<file path="config.mk">
export PLATFORM = sky130hd
export DESIGN_NAME = pipe_stage_hs
export DESIGN_NICKNAME = d
export VERILOG_FILES = /design/src/rtl/pipe_pkg.sv /design/src/rtl/sat_counter.sv /design/src/rtl/pipe_stage_hs.sv
export SDC_FILE = /design/constraint.sdc
export NUM_CORES = 1
export LEC_CHECK = 0
export ABC_AREA = 1
export ABC_CLOCK_PERIOD_IN_PS = 4100
export BUFFER_PORTS_ARGS = -buffer_cell sky130_fd_sc_hd__buf_2
export CORE_UTILIZATION = 50
export DETAILED_ROUTE_END_ITERATION = 8
export PLACE_DENSITY = 0.84
export SLEW_MARGIN = 20
export SYNTH_ARGS = -nofsm -noshare
export SYNTH_HDL_FRONTEND = slang
export SYNTH_SLANG_ARGS = --single-unit
</file>
<file path="constraint.sdc">
create_clock -name clk -period 4.1 [get_ports clk]
set_clock_uncertainty 0.2 [all_clocks]
set_input_delay 0.41 -clock clk [delete_from_list [all_inputs] [get_ports clk]]
set_output_delay 0.41 -clock clk [all_outputs]
set_load 0.005 [all_outputs]
</file>
<file path="src/rtl/pipe_pkg.sv">
// Shared pipeline-stage widths and control-field layout.
// Every stage slices ctrl with these indices.
package pipe_pkg;
  localparam int DATA_W_DEF = 37;
  localparam int CTRL_W_DEF = 6;
  localparam int CTRL_REG_WE = 0;
  localparam int CTRL_MEM_WE = 1;
  localparam int CTRL_MEM_TYPE = 2;
  localparam int CTRL_WB_SEL_LSB = 3;
  localparam int CTRL_WB_SEL_MSB = 4;
endpackage

</file>
<file path="src/rtl/sat_counter.sv">
// Saturating event counter with synchronous clear.
// Clear wins over a coincident increment.
module sat_counter #(
  parameter int CNT_W = 16
) (
  input  logic             clk,
  input  logic             rst,
  input  logic             inc,
  input  logic             clr,
  output logic [CNT_W-1:0] cnt
);

  // count up, hold at all-ones
  always_ff @(posedge clk or posedge rst) begin
    if (rst) begin
      cnt <= '0;
    end else if (clr) begin
      cnt <= '0;
    end else if (inc && (cnt != '1)) begin
      cnt <= cnt + CNT_W'(1);
    end
  end

endmodule

</file>
<file path="src/rtl/pipe_stage_hs.sv">
// Valid/ready pipeline register with optional skid slot,
// flush, ctrl bubble masking and a stall counter.
module pipe_stage_hs
  import pipe_pkg::*;
#(
  parameter int DATA_W = DATA_W_DEF,
  parameter int CTRL_W = CTRL_W_DEF,
  parameter int SKID   = 1,
  parameter int CNT_W  = 16
) (
  input  logic              clk,
  input  logic              rst,
  input  logic              in_valid,
  output logic              in_ready,
  input  logic [DATA_W-1:0] in_data,
  input  logic [CTRL_W-1:0] in_ctrl,
  output logic              out_valid,
  input  logic              out_ready,
  output logic [DATA_W-1:0] out_data,
  output logic [CTRL_W-1:0] out_ctrl,
  input  logic              flush,
  input  logic              stat_clr,
  output logic [CNT_W-1:0]  stall_cnt
);

  logic              live;
  logic              acc;
  logic              drn;
  logic              main_valid;
  logic              main_valid_n;
  logic [DATA_W-1:0] main_data;
  logic [CTRL_W-1:0] main_ctrl;
  logic              skid_valid;
  logic              skid_valid_n;
  logic [DATA_W-1:0] skid_data;
  logic [CTRL_W-1:0] skid_ctrl;
  logic              ld_in;
  logic              ld_skid;
  logic              ld_from_skid;

  assign acc       = in_valid & in_ready;
  assign drn       = main_valid & out_ready;
  assign out_valid = main_valid;
  assign out_data  = main_data;
  assign out_ctrl  = main_ctrl & {CTRL_W{main_valid}};

  // holds in_ready low until the first edge after reset
  always_ff @(posedge clk or posedge rst) begin
    if (rst) begin
      live <= 1'b0;
    end else begin
      live <= 1'b1;
    end
  end

  // occupancy next-state; flush overrides everything
  always_comb begin
    main_valid_n = main_valid;
    skid_valid_n = skid_valid;
    ld_in        = 1'b0;
    ld_skid      = 1'b0;
    ld_from_skid = 1'b0;
    if (flush) begin
      main_valid_n = 1'b0;
      skid_valid_n = 1'b0;
    end else if (skid_valid && drn) begin
      ld_from_skid = 1'b1;
      skid_valid_n = 1'b0;
    end else if (acc && (!main_valid || drn)) begin
      ld_in        = 1'b1;
      main_valid_n = 1'b1;
    end else if (acc) begin
      ld_skid      = 1'b1;
      skid_valid_n = 1'b1;
    end else if (drn) begin
      main_valid_n = 1'b0;
    end
  end

  // main entry: loads only on accept or skid transfer
  always_ff @(posedge clk or posedge rst) begin
    if (rst) begin
      main_valid <= 1'b0;
      main_data  <= '0;
      main_ctrl  <= '0;
    end else begin
      main_valid <= main_valid_n;
      if (ld_in) begin
        main_data <= in_data;
        main_ctrl <= in_ctrl;
      end else if (ld_from_skid) begin
        main_data <= skid_data;
        main_ctrl <= skid_ctrl;
      end
    end
  end

  generate
    if (SKID != 0) begin : g_skid
      assign in_ready = live & ~skid_valid;

      // skid entry catches the beat in flight when main stalls
      always_ff @(posedge clk or posedge rst) begin
        if (rst) begin
          skid_valid <= 1'b0;
          skid_data  <= '0;
          skid_ctrl  <= '0;
        end else begin
          skid_valid <= skid_valid_n;
          if (ld_skid) begin
            skid_data <= in_data;
            skid_ctrl <= in_ctrl;
          end
        end
      end
    end else begin : g_noskid
      assign in_ready   = live & (~main_valid | out_ready);
      assign skid_valid = 1'b0;
      assign skid_data  = '0;
      assign skid_ctrl  = '0;
    end
  endgenerate

  sat_counter #(
    .CNT_W(CNT_W)
  ) u_stall (
    .clk(clk),
    .rst(rst),
    .inc(main_valid & ~out_ready),
    .clr(stat_clr),
    .cnt(stall_cnt)
  );

endmodule

</file>
Word level (Yosys, flattened, before mapping)
Cells that the tools add are included.

storage, ports and cells
  input port bits = 49
  register bits after elaboration = 105
  output and inout port bits = 61

operators by class
  bitwise gates (word level) = 7
  reduce and logical (&&, ||, !) cells = 11
  add/sub/neg operators = 1
  mux-type cells = 24
  eq/ne operators = 4

operators by type and width
  cell                                                    number
  two-way mux 37 bit                                      2
  two-way mux 16 bit                                      2
  two-way mux 1 bit                                       18
  adder 16 x 1 -> 16 bit (second input constant)          1
  inequality test 16 bit (second input constant)          1
  two-way mux 6 bit                                       2
  bitwise AND 6 bit                                       1
  nonzero test 3 bit                                      2
  bitwise AND 1 bit                                       4
  nonzero test 2 bit                                      2
  logical AND 1 bit                                       3
  inequality test 3 x 2 -> 1 bit (second input constant)  1
  inequality test 3 bit (second input constant)           1
  AND reduction 3 bit                                     1
  inequality test 2 bit (second input constant)           1
  inverter 1 bit                                          2
  AND reduction 2 bit                                     1
  zero test 1 bit                                         1
  logical OR 1 bit                                        1

Longest topological paths before layout
Gate-level depths: netlist of the first run.

  depth after elaboration = 8
  gate-level depth with buffers = 10

Hierarchy
Synthesis of the first run repeated with hierarchy kept, for this count alone.

unflattened totals
  cells, all modules = 705
  area, all modules = 5422.7 um^2

by module, submodules not included
  module         area each (um^2)  seq. area each (um^2)  times used  cells an instance
  pipe_stage_hs  4339.2            2227.1                 1           546
  sat_counter    1083.5            400.4                  1           159

Least setup slack after synthesis of the first run
No wires, ideal clock.

  kind = register to register
  from = register u_stall.cnt[0]
  to = register u_stall.cnt[2]
  cell stages (with the launch flop) = 10
  data arrival time = 1.335 ns
  path slack = 2.449 ns
  cell sequence = dfrtp_1 ha_1 nand2_1 nor2_2 nand2_1 nor2_1 nor2_1 nor2_2 nand2_1 nand2_1

on the way
  cells in the longest elaborated chain, start to end = 3
  elaborated cells between the ends (all ways) = 6
  classes of those cells = add/sub (1); eq/ne (1); mux (2); reduce/logical (2)

RTL lines
  what                                                              line                                  text
  start: declaration                                                sat_counter.sv:10                     output logic [CNT_W-1:0] cnt
  start signal: assignment                                          sat_counter.sv:20                     cnt <= cnt + CNT_W'(1);
  adder 16 x 1 -> 16 bit or inequality test 16 bit (tied branches)  sat_counter.sv:20, sat_counter.sv:19
  two-way mux 16 bit or logical AND 1 bit (tied branches)           sat_counter.sv:19                     end else if (inc && (cnt != '1)) begin
  two-way mux 16 bit or nonzero test 2 bit (tied branches)          -

Parallel ways exist; a longest one is shown, timed or not. The select of a mux whose other input is x is not followed.
A chain may end at the register's enable or synchronous reset.

Worst setup path in the final report of the first run
  from = input port flush
  to = register main_data[14], in the netlist out_data[14]

on the way
  cells in the longest elaborated chain, start to end = 2
  elaborated cells between the ends (all ways) = 4
  classes of those cells = mux (3); reduce/logical (1)

RTL lines
  what                                                      line                 text
  start: declaration                                        pipe_stage_hs.sv:21  input logic flush,
  two-way mux 1 bit                                         pipe_stage_hs.sv:63  if (flush) begin
  two-way mux 37 bit or nonzero test 2 bit (tied branches)  -
  end signal: assignment                                    pipe_stage_hs.sv:89  main_data <= in_data;
  end signal: assignment                                    pipe_stage_hs.sv:92  main_data <= skid_data;
  end: declaration                                          pipe_stage_hs.sv:31  logic [DATA_W-1:0] main_data;

Parallel ways exist; a longest one is shown, timed or not.

==> results.ini, run 1 <==
[finish]
nets = 763
area_growth_pct = 15.4
drive_gt1_share_pct = 20.6
mostFrequentLayoutCell = nand2_1
finalNonFillerCells = 852
layout_common_cells = nand2_1 (152), nand3_1 (112), buf_2 (109)
fillers = 878

[die]
ios = 110
fp.dieW_um = 102
initial_core_util_pct = 51.5
core_area_um2 = 9770
dieArea_um2 = 10500
rows = 36
die_height_um = 102

[critical_path]
start_kind = input port
critPathMaxFanout = 45
r2r_start = out_valid$_DFFE_PP0P_
critical_path_class = in2reg
end_kind = flip-flop
cp_common_cell = nand2_2
reg2reg_slack_ns = 1.08
worst_path_largest_cell_delay_ns = 1.00
path_buf_inv = 2
critical_path_arrival_ns = 3.24
required_ns = 4.14
cp-startpoint = flush
cp_cell_sequence = buf_2 -> clkinv_1 -> nand2_2 -> nand2_2 -> o21ai_0 -> o21ai_1
crit_family = simple AND/OR/NAND/NOR gates
cp_slowest_cell = nand2_2

[clock_tree]
cts_tree = built
cts_resized = 0
post_cts_buffers = 0
cts-buffers-inserted = 9
clk_pin_slew_ns = 0.11
htreeDepth = 3
insertion_delay_ns = 0.36
cts-root-buf = clkbuf_8
numClockSinks = 105
cts_buffer_depth = 2
hold_buffers = 0

[sta]
setup_viol = 0
finalMaxSlewViolations = 0
relSlewSlack_pct = 36.1
clock.fmax_ghz = 0.312
tightest_slew_ns = 0.959
fin_crit_sh_pct = 78.1
holdWs_ns = 0.00754
hold_viol = 0
grt_setup_unrepaired = false
tns_ns = 0
layout_min_cycle_time_ns = 3.20

[global_route]
grt_pass1_wl_um = 20300
gr-total-overflow = 0
grtUsageTotal_pct = 24.9
grt_pass1_vias = 4313
grt_max_degree = 77
antenna_found_initial = 1

[route]
drc = 0
wl_per_cell_um = 14.9
wl_um = 12700
num_vias = 4715
drt_iter0_drc = 408
via_per_inst = 5.53
dr.pass1.iters = 5
drtAntennaViolNets = 0

[flow_run]
maxCapViolCount = 0

[synth]
ys_seq_area_share_pct = 52.2
syn_inst = 627
syn_avg_cell_area_um2 = 8.02
syn_area_um2 = 5030
synth.distinct_cells = 27
synth-seq-cells = 105
synth_top_area_share_pct = 52.2
post-synth-top-area-cell = dfrtp_1
synthTopCellsByArea = dfrtp_1 (52%), nand2_1 (11%), nand3_1 (11%), o21ai_1 (6.4%), nor2_1 (5.0%)
synth_fp_nets = 677
ys.warnings.count = 0

[placed_design]
dp_cells = 835
dp_hpwl_um = 8270
portBuffers = 109
gp_congestion = 0.861

[pwr]
power_leakage_nw = 3.04
powerDensity_nw_per_um2 = 415
peakVddDrop_mv = 0.251

[outcome]
status = finished clean

[min_path]
min_from = flush
min_path_type = in2reg

[path summary, 6_finish.rpt]
kind | endpoint | cells past startpoint
setup / recovery | out_data[14]$_DFFE_PP0P_ | 6
hold / removal | skid_valid$_DFFE_PP0P_ | 2
setup reg to reg | out_data[14]$_DFFE_PP0P_ | 6
hold reg to reg | skid_data[8]$_DFFE_PP0P_ | 2
max in group asynchronous | skid_data[14]$_DFFE_PP0P_ | 3
min in group asynchronous | u_stall.cnt[0]$_DFFE_PP0P_ | 2
[per-layer routing]
layer	GRT usage [%]	vias up	wire (um)	part of all wire (%)
met4	6.48	0	155	1.2
met1	33.7	2256	5370	42
met3	4.58	20	914	7.2
met2	41.6	213	6270	49
met5	0	-	0	0
li1	-	2226	-	-
[synthesized netlist by cell type]
cell	count
a21oi_1	1
buf_1	1
buf_2	15
buf_4	8
buf_6	2
clkbuf_1	11
clkinv_1	1
conb_1	1
dfrtp_1	105
ha_1	1
inv_1	27
inv_2	4
nand2_1	152
nand2_2	5
nand2_4	1
nand3_1	112
nand3_4	1
nand4_1	3
nor2_1	67
nor2_2	3
nor2_4	3
nor2_8	1
nor3_1	1
o21ai_0	33
o21ai_1	64
xnor2_1	1
xor2_1	3
[power by group]
group	total, mW	leakage (nW)	internal, mW	switching, mW
clock network	0.751	0.117	0.382	0.369
logic	0.361	1.59	0.155	0.206
registers	1.30	1.33	1.20	0.100
total	2.41	3.04	1.73	0.675
[state kept, by name (all words and copies together), names as in the netlist]
signal and flops:
main_ctrl 6, live 1, skid_data 37, u_stall.cnt 16, skid_valid 1, out_valid 1, out_data 37, skid_ctrl 6
[layout make-up]
type / instances / area, um2 / area share [%]
Timing Repair Buffer: 112 / 568 / 9.79
Multi-Input combinational cell: 453 / 2080 / 35.8
Tap cell: 133 / 166 / 2.87
Clock buffer: 11 / 151 / 2.61
Sequential cell: 105 / 2630 / 45.3
Clock inverter: 5 / 85.1 / 1.47
Inverter: 32 / 123 / 2.11
Antenna cell: 1 / 2.50 / 0.0431
[cell families (layout without fill, tap and decap cells)]
family          Yosys count  after routing  synth area share [%]
fa+ha+maj                 1              1                 0.249
flops                   105            105                  52.2
compound gates           98             98                  9.75
simple gates            349            349                  30.6
other cells               1              2                0.0745
buf+inv                  69            160                  6.42
xor+xnor                  4              4                 0.696
[per-stage QoR]
step,cell area (um2),util [%],setup WS [ns],power (mW)
floorplan,5030,-,0.729,1.50
finish,5800,59.4,0.899,2.41
global placement,5570,56.9,0.688,1.65
global route,5800,59.4,0.773,2.52
detailed placement,5570,56.9,0.599,1.68
CTS,5800,59.4,0.973,2.41
Power figures use the tool's default switching activity.
==> inputs of run 2 (changes only) <==
Settings changed: ABC_AREA 1 to 0, ABC_CLOCK_PERIOD_IN_PS 4100 to 3050, PLACE_DENSITY 0.84 to 0.85.
Clock period 4.1 ns to 3.05 ns, I/O delays scaled along.
==> run 2 against run 1 <==
Against the previous run:
- combinational power rose by 31%
- worst setup slack got worse by 0.22 ns
- clock-buffer cell count fell by 1
- first-iteration DRC count fell by 65%
- hold slack improved by 0.012 ns
- critical path depth fell by 3
- register-to-register slack got worse by 0.40 ns
- synthesized area fell by 11%
- non-clock buffer count rose by 49
- sequential power rose by 32%
- wire length fell by 16%
- critical path type is now reg2reg
- critical endpoint is now out_data[8]$_DFFE_PP0P_
==> results.ini, run 2 <==
[pwr]
switchingPower_mw = 0.796
switching_share_pct = 26.2
internal-power_mw = 2.24
powerDensity_nw_per_um2 = 524
power_leakage_nw = 2.85
seq_power_share_pct = 56.4
peakVddDrop_mv = 0.367
power.share.combinational_pct = 15.6
clock_power_share_pct = 28.1

[sta]
grt_setup_unrepaired = false
relSlewSlack_pct = 37.4
tns_ns = 0
finalMaxSlewViolations = 0
tightest_slew_ns = 0.939
layout_min_cycle_time_ns = 2.37
setup_ws_ns = 0.683
clock.fmax_ghz = 0.423
hold_viol = 0
fin_crit_sh_pct = 77.6
holdWs_ns = 0.0199
setup_viol = 0

[finish]
diodes = 0
mostFrequentLayoutCell = buf_2
drive_gt1_share_pct = 25.3
area_growth_pct = 29.2
layout_common_cells = buf_2 (109), dfrtp_1 (105), nand2_1 (50)
nets = 596

[critical_path]
reg2reg_slack_ns = 0.68
rr_worst_depth = 3
r2r_start = out_valid$_DFFE_PP0P_
start_kind = flip-flop
reg2reg_to = out_data[8]$_DFFE_PP0P_
critical_path_class = reg2reg
end_kind = flip-flop
required_ns = 3.08
critical_path_arrival_ns = 2.40
critPathMaxFanout = 43

[die]
die_height_um = 96.7
core_area_um2 = 8720
initial_core_util_pct = 51.4
rows = 34
fp.dieW_um = 96.7
dieArea_um2 = 9350
ios = 110

[synth]
post-synth-top-area-cell = dfrtp_1
ys_seq_area_share_pct = 58.6
ys.warnings.count = 0
async_flop_share_pct = 100
synth_top_area_share_pct = 58.6
syn_avg_cell_area_um2 = 11.2
synth-seq-cells = 105
syn_area_um2 = 4490
syn_inst = 400
synth.distinct_cells = 41
synth_edf_count = 0
synth_common_cells = dfrtp_1 (105), nand2_1 (50), o21ai_1 (46)
synthFlopType = dfrtp_1
synthTopCellsByArea = dfrtp_1 (59%), mux2_1 (11%), o22ai_1 (6.0%), o21ai_1 (5.1%), nand2_1 (4.2%)
synth_fp_nets = 450
synth_most_common_cell = dfrtp_1

[clock_tree]
post_cts_buffers = 0
clk_pin_slew_ns = 0.09
htreeDepth = 3
cts_buffer_depth = 2
cts-root-buf = clkbuf_8
cts_resized = 0
cts_tree = built
insertion_delay_ns = 0.36
numClockSinks = 105
hold_buffers = 45
cts-buffers-inserted = 9

[global_route]
grt_pass1_wl_um = 17300
grt_pass1_vias = 3669
grtUsageTotal_pct = 22.9
grt_max_degree = 87
antenna_found_initial = 0
gr-total-overflow = 0

[route]
drt_iter0_drc = 141
via_per_inst = 5.62
wl_per_cell_um = 16.1
drtAntennaViolNets = 0
dr.pass1.iters = 5
num_vias = 3701
drc = 0
wl_um = 10600

[placed_design]
portBuffers = 109
dpl_worst_slack_ns = 0.731
dp_hpwl_um = 6810
gp_congestion = 0.770

[min_path]
hold_end = skid_valid$_DFFE_PP0P_
min_from = out_ready
worstHoldPathCells = 2
min_path_type = in2reg

[flow_run]
maxCapViolCount = 0

[outcome]
status = finished clean

[run 2: changes by cell type after synthesis, sizes merged, moves of 5 or more]
| cell | delta |
|---|---|
| or4 | +6 |
| buf | -15 |
| nor2 | -67 |
| nand2 | -108 |
| mux2 | +44 |
| and2 | +6 |
| o31ai | +5 |
| o22ai | +43 |
| nand3 | -107 |
| inv | -26 |
| a21oi | +10 |
| o21ai | -49 |
[run 2: cell families (layout without fill, tap and decap cells)]
logic type,count (synthesis),after routing,share of synthesized area (%)
adders and majority gates,1,1,0.279
other,1,1,0.0836
AOI/OAI and AO/OA,117,117,15.2
buffers and inverters,31,181,2.96
muxes,45,45,11.3
and+or+nand+nor,100,100,11.6
DFF,105,105,58.6
[run 2: cell type report]
type                            instances  area [um2]
Multi-Input combinational cell        264        1730
Tap cell                              108         135
Timing Repair Buffer                  161        1090
Sequential cell                       105        2630
Fill cell                             659        2920
Inverter                                5        22.5
Clock buffer                           10         138
Clock inverter                          5        56.3
[run 2: power groups by stage]
stage / logic (mW) / registers, mW / clock network [mW]
after floorplan: 0.219 / 1.72 / 0
after global placement: 0.408 / 1.72 / 0
after detailed placement: 0.430 / 1.74 / 0
after CTS: 0.474 / 1.71 / 0.870
after global routing: 0.528 / 1.74 / 0.929
final: 0.473 / 1.71 / 0.852
[run 2: worst max-delay path by stage]
stage / startpoint / to / slack, ns / depth (start not counted)
CTS: out_valid$_DFFE_PP0P_ / out_data[11]$_DFFE_PP0P_ / 0.72 / 3
global placement: out_valid$_DFFE_PP0P_ / out_data[26]$_DFFE_PP0P_ / 0.82 / 3
floorplan: u_stall.cnt[4]$_DFFE_PP0P_ / u_stall.cnt[11]$_DFFE_PP0P_ / 1.21 / 4
finish: out_valid$_DFFE_PP0P_ / out_data[8]$_DFFE_PP0P_ / 0.68 / 3
global route: out_valid$_DFFE_PP0P_ / out_data[12]$_DFFE_PP0P_ / 0.52 / 3
detailed placement: out_valid$_DFFE_PP0P_ / out_data[11]$_DFFE_PP0P_ / 0.73 / 3
[run 2: routing by layer]
layer	track usage (%)	vias up	wire [um]	share of wire, %
li1	-	1744	-	-
met1	28.9	1820	4410	42
met2	39.8	119	5510	52
met3	3.68	18	506	4.8
met4	8.50	0	186	1.8
met5	0	-	0	0
[run 2: critical path, cell delays in order (launching register included)]
cell and delay [ns]:
dfrtp_1 0.66, nand3_2 0.82, o22ai_1 0.41, o21ai_1 0.12
[run 2: per-stage QoR]
| step | util [%] | total power [mW] | cells | area, um2 |
|---|---|---|---|---|
| 6_report | 66.5 | 3.04 | 658 | 5800 |
| 5_1_grt | 66.5 | 3.20 | 658 | 5800 |
| 4_1_cts | 66.5 | 3.06 | 658 | 5800 |
| 3_5_place_dp | 59.1 | 2.17 | 598 | 5150 |
| 3_3_place_gp | 59.1 | 2.13 | 598 | 5150 |
| 2_1_floorplan | - | 1.94 | 400 | 4490 |
==> inputs of run 3 (changes only) <==
Settings changed: ABC_AREA 0 to 1, ABC_CLOCK_PERIOD_IN_PS 3050 to 2300, PLACE_DENSITY 0.85 to 0.84.
Clock period 3.05 ns to 2.3 ns, I/O delays scaled along.
==> run 3 against run 2 <==
Against the previous run:
- maximum frequency increased by 12%
- largest power group unchanged
- worst setup slack got worse by 0.50 ns
- via count increased by 33%
- core utilization decreased by 1.3 points
==> results.ini, run 3 (synthesis results as in run 1) <==
[sta]
layout_min_cycle_time_ns = 2.12
finalMaxSlewViolations = 0
clock.fmax_ghz = 0.472
hold_viol = 0
fin_crit_sh_pct = 92.2
tightest_slew_ns = 0.657
setup_viol = 0
setup_ws_ns = 0.180
tns_ns = 0
grt_setup_unrepaired = false
relSlewSlack_pct = 56.1

[route]
wl_um = 13200
num_vias = 4938
via_per_inst = 5.44
wl_per_cell_um = 14.6
drt_iter0_drc = 374
drc = 0
drtAntennaViolNets = 0
dr.pass1.iters = 5

[clock_tree]
cts_tree = built
cts_buffer_depth = 2
cts-buffers-inserted = 9
hold_buffers = 46
cts-root-buf = clkbuf_8
insertion_delay_ns = 0.37
cts_resized = 0
clk_pin_slew_ns = 0.09
numClockSinks = 105
htreeDepth = 3
post_cts_buffers = 0

[die]
initial_core_util_pct = 51.5
rows = 36
core_area_um2 = 9770
ios = 110
fp.dieW_um = 102
die_height_um = 102
dieArea_um2 = 10500

[global_route]
grt_pass1_vias = 4683
grt_pass1_wl_um = 22000
gr-total-overflow = 0
grtUsageTotal_pct = 27.1
antenna_found_initial = 0
grt_max_degree = 45

[placed_design]
dp_hpwl_um = 8320
gp_congestion = 0.846
portBuffers = 109
dpl_worst_slack_ns = 0.278

[critical_path]
end_kind = flip-flop
start_kind = flip-flop
critical_path_arrival_ns = 2.15
critical_path_class = reg2reg
required_ns = 2.33
critPathMaxFanout = 20

[outcome]
status = finished clean

[finish]
mostFrequentLayoutCell = nand2_1
nets = 819
fillers = 801
area_growth_pct = 26.7
layout_common_cells = nand2_1 (152), nand3_1 (112), buf_2 (109)
drive_gt1_share_pct = 20.0
diodes = 0

[pwr]
powerDensity_nw_per_um2 = 676
peakVddDrop_mv = 0.455
power_leakage_nw = 3.29

[min_path]
min_path_type = in2reg

[flow_run]
maxCapViolCount = 0

==> run 3: cell count changes in the layout (fill, tap and decap cells not counted), moves of 6 or more <==
cell	change
mux2_1	-44
o21ai_0	+31
and2_1	-6
nor2_1	+60
nand3_1	+107
a21oi_1	-10
nand2_1	+102
o22ai_1	-43
inv_1	+21
o21ai_1	+18
==> run 3: routing by layer <==
metal | up-vias | track usage, % | wire length [um] | share of wire (%)
met2 | 199 | 45.9 | 6670 | 50
met5 | - | 0 | 0 | 0
met4 | 0 | 11.2 | 280 | 2.1
met3 | 23 | 4.58 | 844 | 6.4
met1 | 2372 | 34.5 | 5450 | 41
li1 | 2344 | - | - | -
==> run 3: path summary, 6_finish.rpt <==
check / from / to / slack, ns / cells past startpoint
min reg2reg: skid_data[23]$_DFFE_PP0P_ / skid_data[23]$_DFFE_PP0P_ / 0.27 / 2
min in group asynchronous: rst / out_data[24]$_DFFE_PP0P_ / 0.30 / 3
max in group asynchronous: rst / out_data[32]$_DFFE_PP0P_ / 0.99 / 4
max reg2reg: skid_valid$_DFFE_PP0P_ / out_data[29]$_DFFE_PP0P_ / 0.18 / 7
min: out_ready / skid_valid$_DFFE_PP0P_ / 0.09 / 4
max: skid_valid$_DFFE_PP0P_ / out_data[29]$_DFFE_PP0P_ / 0.18 / 7
==> run 3: layout make-up <==
cell class	count	area, um2	share of cell area (%)
Clock buffer	12	145	2.28
Clock inverter	4	76.3	1.20
Inverter	32	124	1.94
Multi-Input combinational cell	453	2080	32.6
Sequential cell	105	2630	41.2
Tap cell	133	166	2.61
Timing Repair Buffer	168	1150	18.1
==> run 3: worst max-delay path, stage by stage, from the launching register on <==
cell	delay, ns
dfrtp_1	0.41
inv_2	0.11
nand3_4	0.12
nor2_4	0.13
nand2_4	0.15
nand2_2	0.33
o21ai_0	0.17
o21ai_0	0.35
==> run 3: through the flow <==
| step | power [mW] | hold WS, ns | cells | instance area, um2 | utilization, % |
|---|---|---|---|---|---|
| after floorplan | 2.67 | 0.103 | 627 | 5030 | - |
| after global placement | 2.96 | 0.149 | 845 | 5690 | 58.2 |
| after detailed placement | 3.00 | 0.165 | 845 | 5690 | 58.2 |
| after CTS | 4.32 | 0.0731 | 907 | 6370 | 65.2 |
| after global routing | 4.54 | 0.110 | 907 | 6370 | 65.2 |
| final | 4.31 | 0.0932 | 907 | 6370 | 65.2 |
==> run 3: power by group <==
group          total [mW]  internal, mW  switching, mW
sequential           2.31          2.13          0.173
combinational       0.730         0.343          0.387
clock                1.27         0.647          0.621
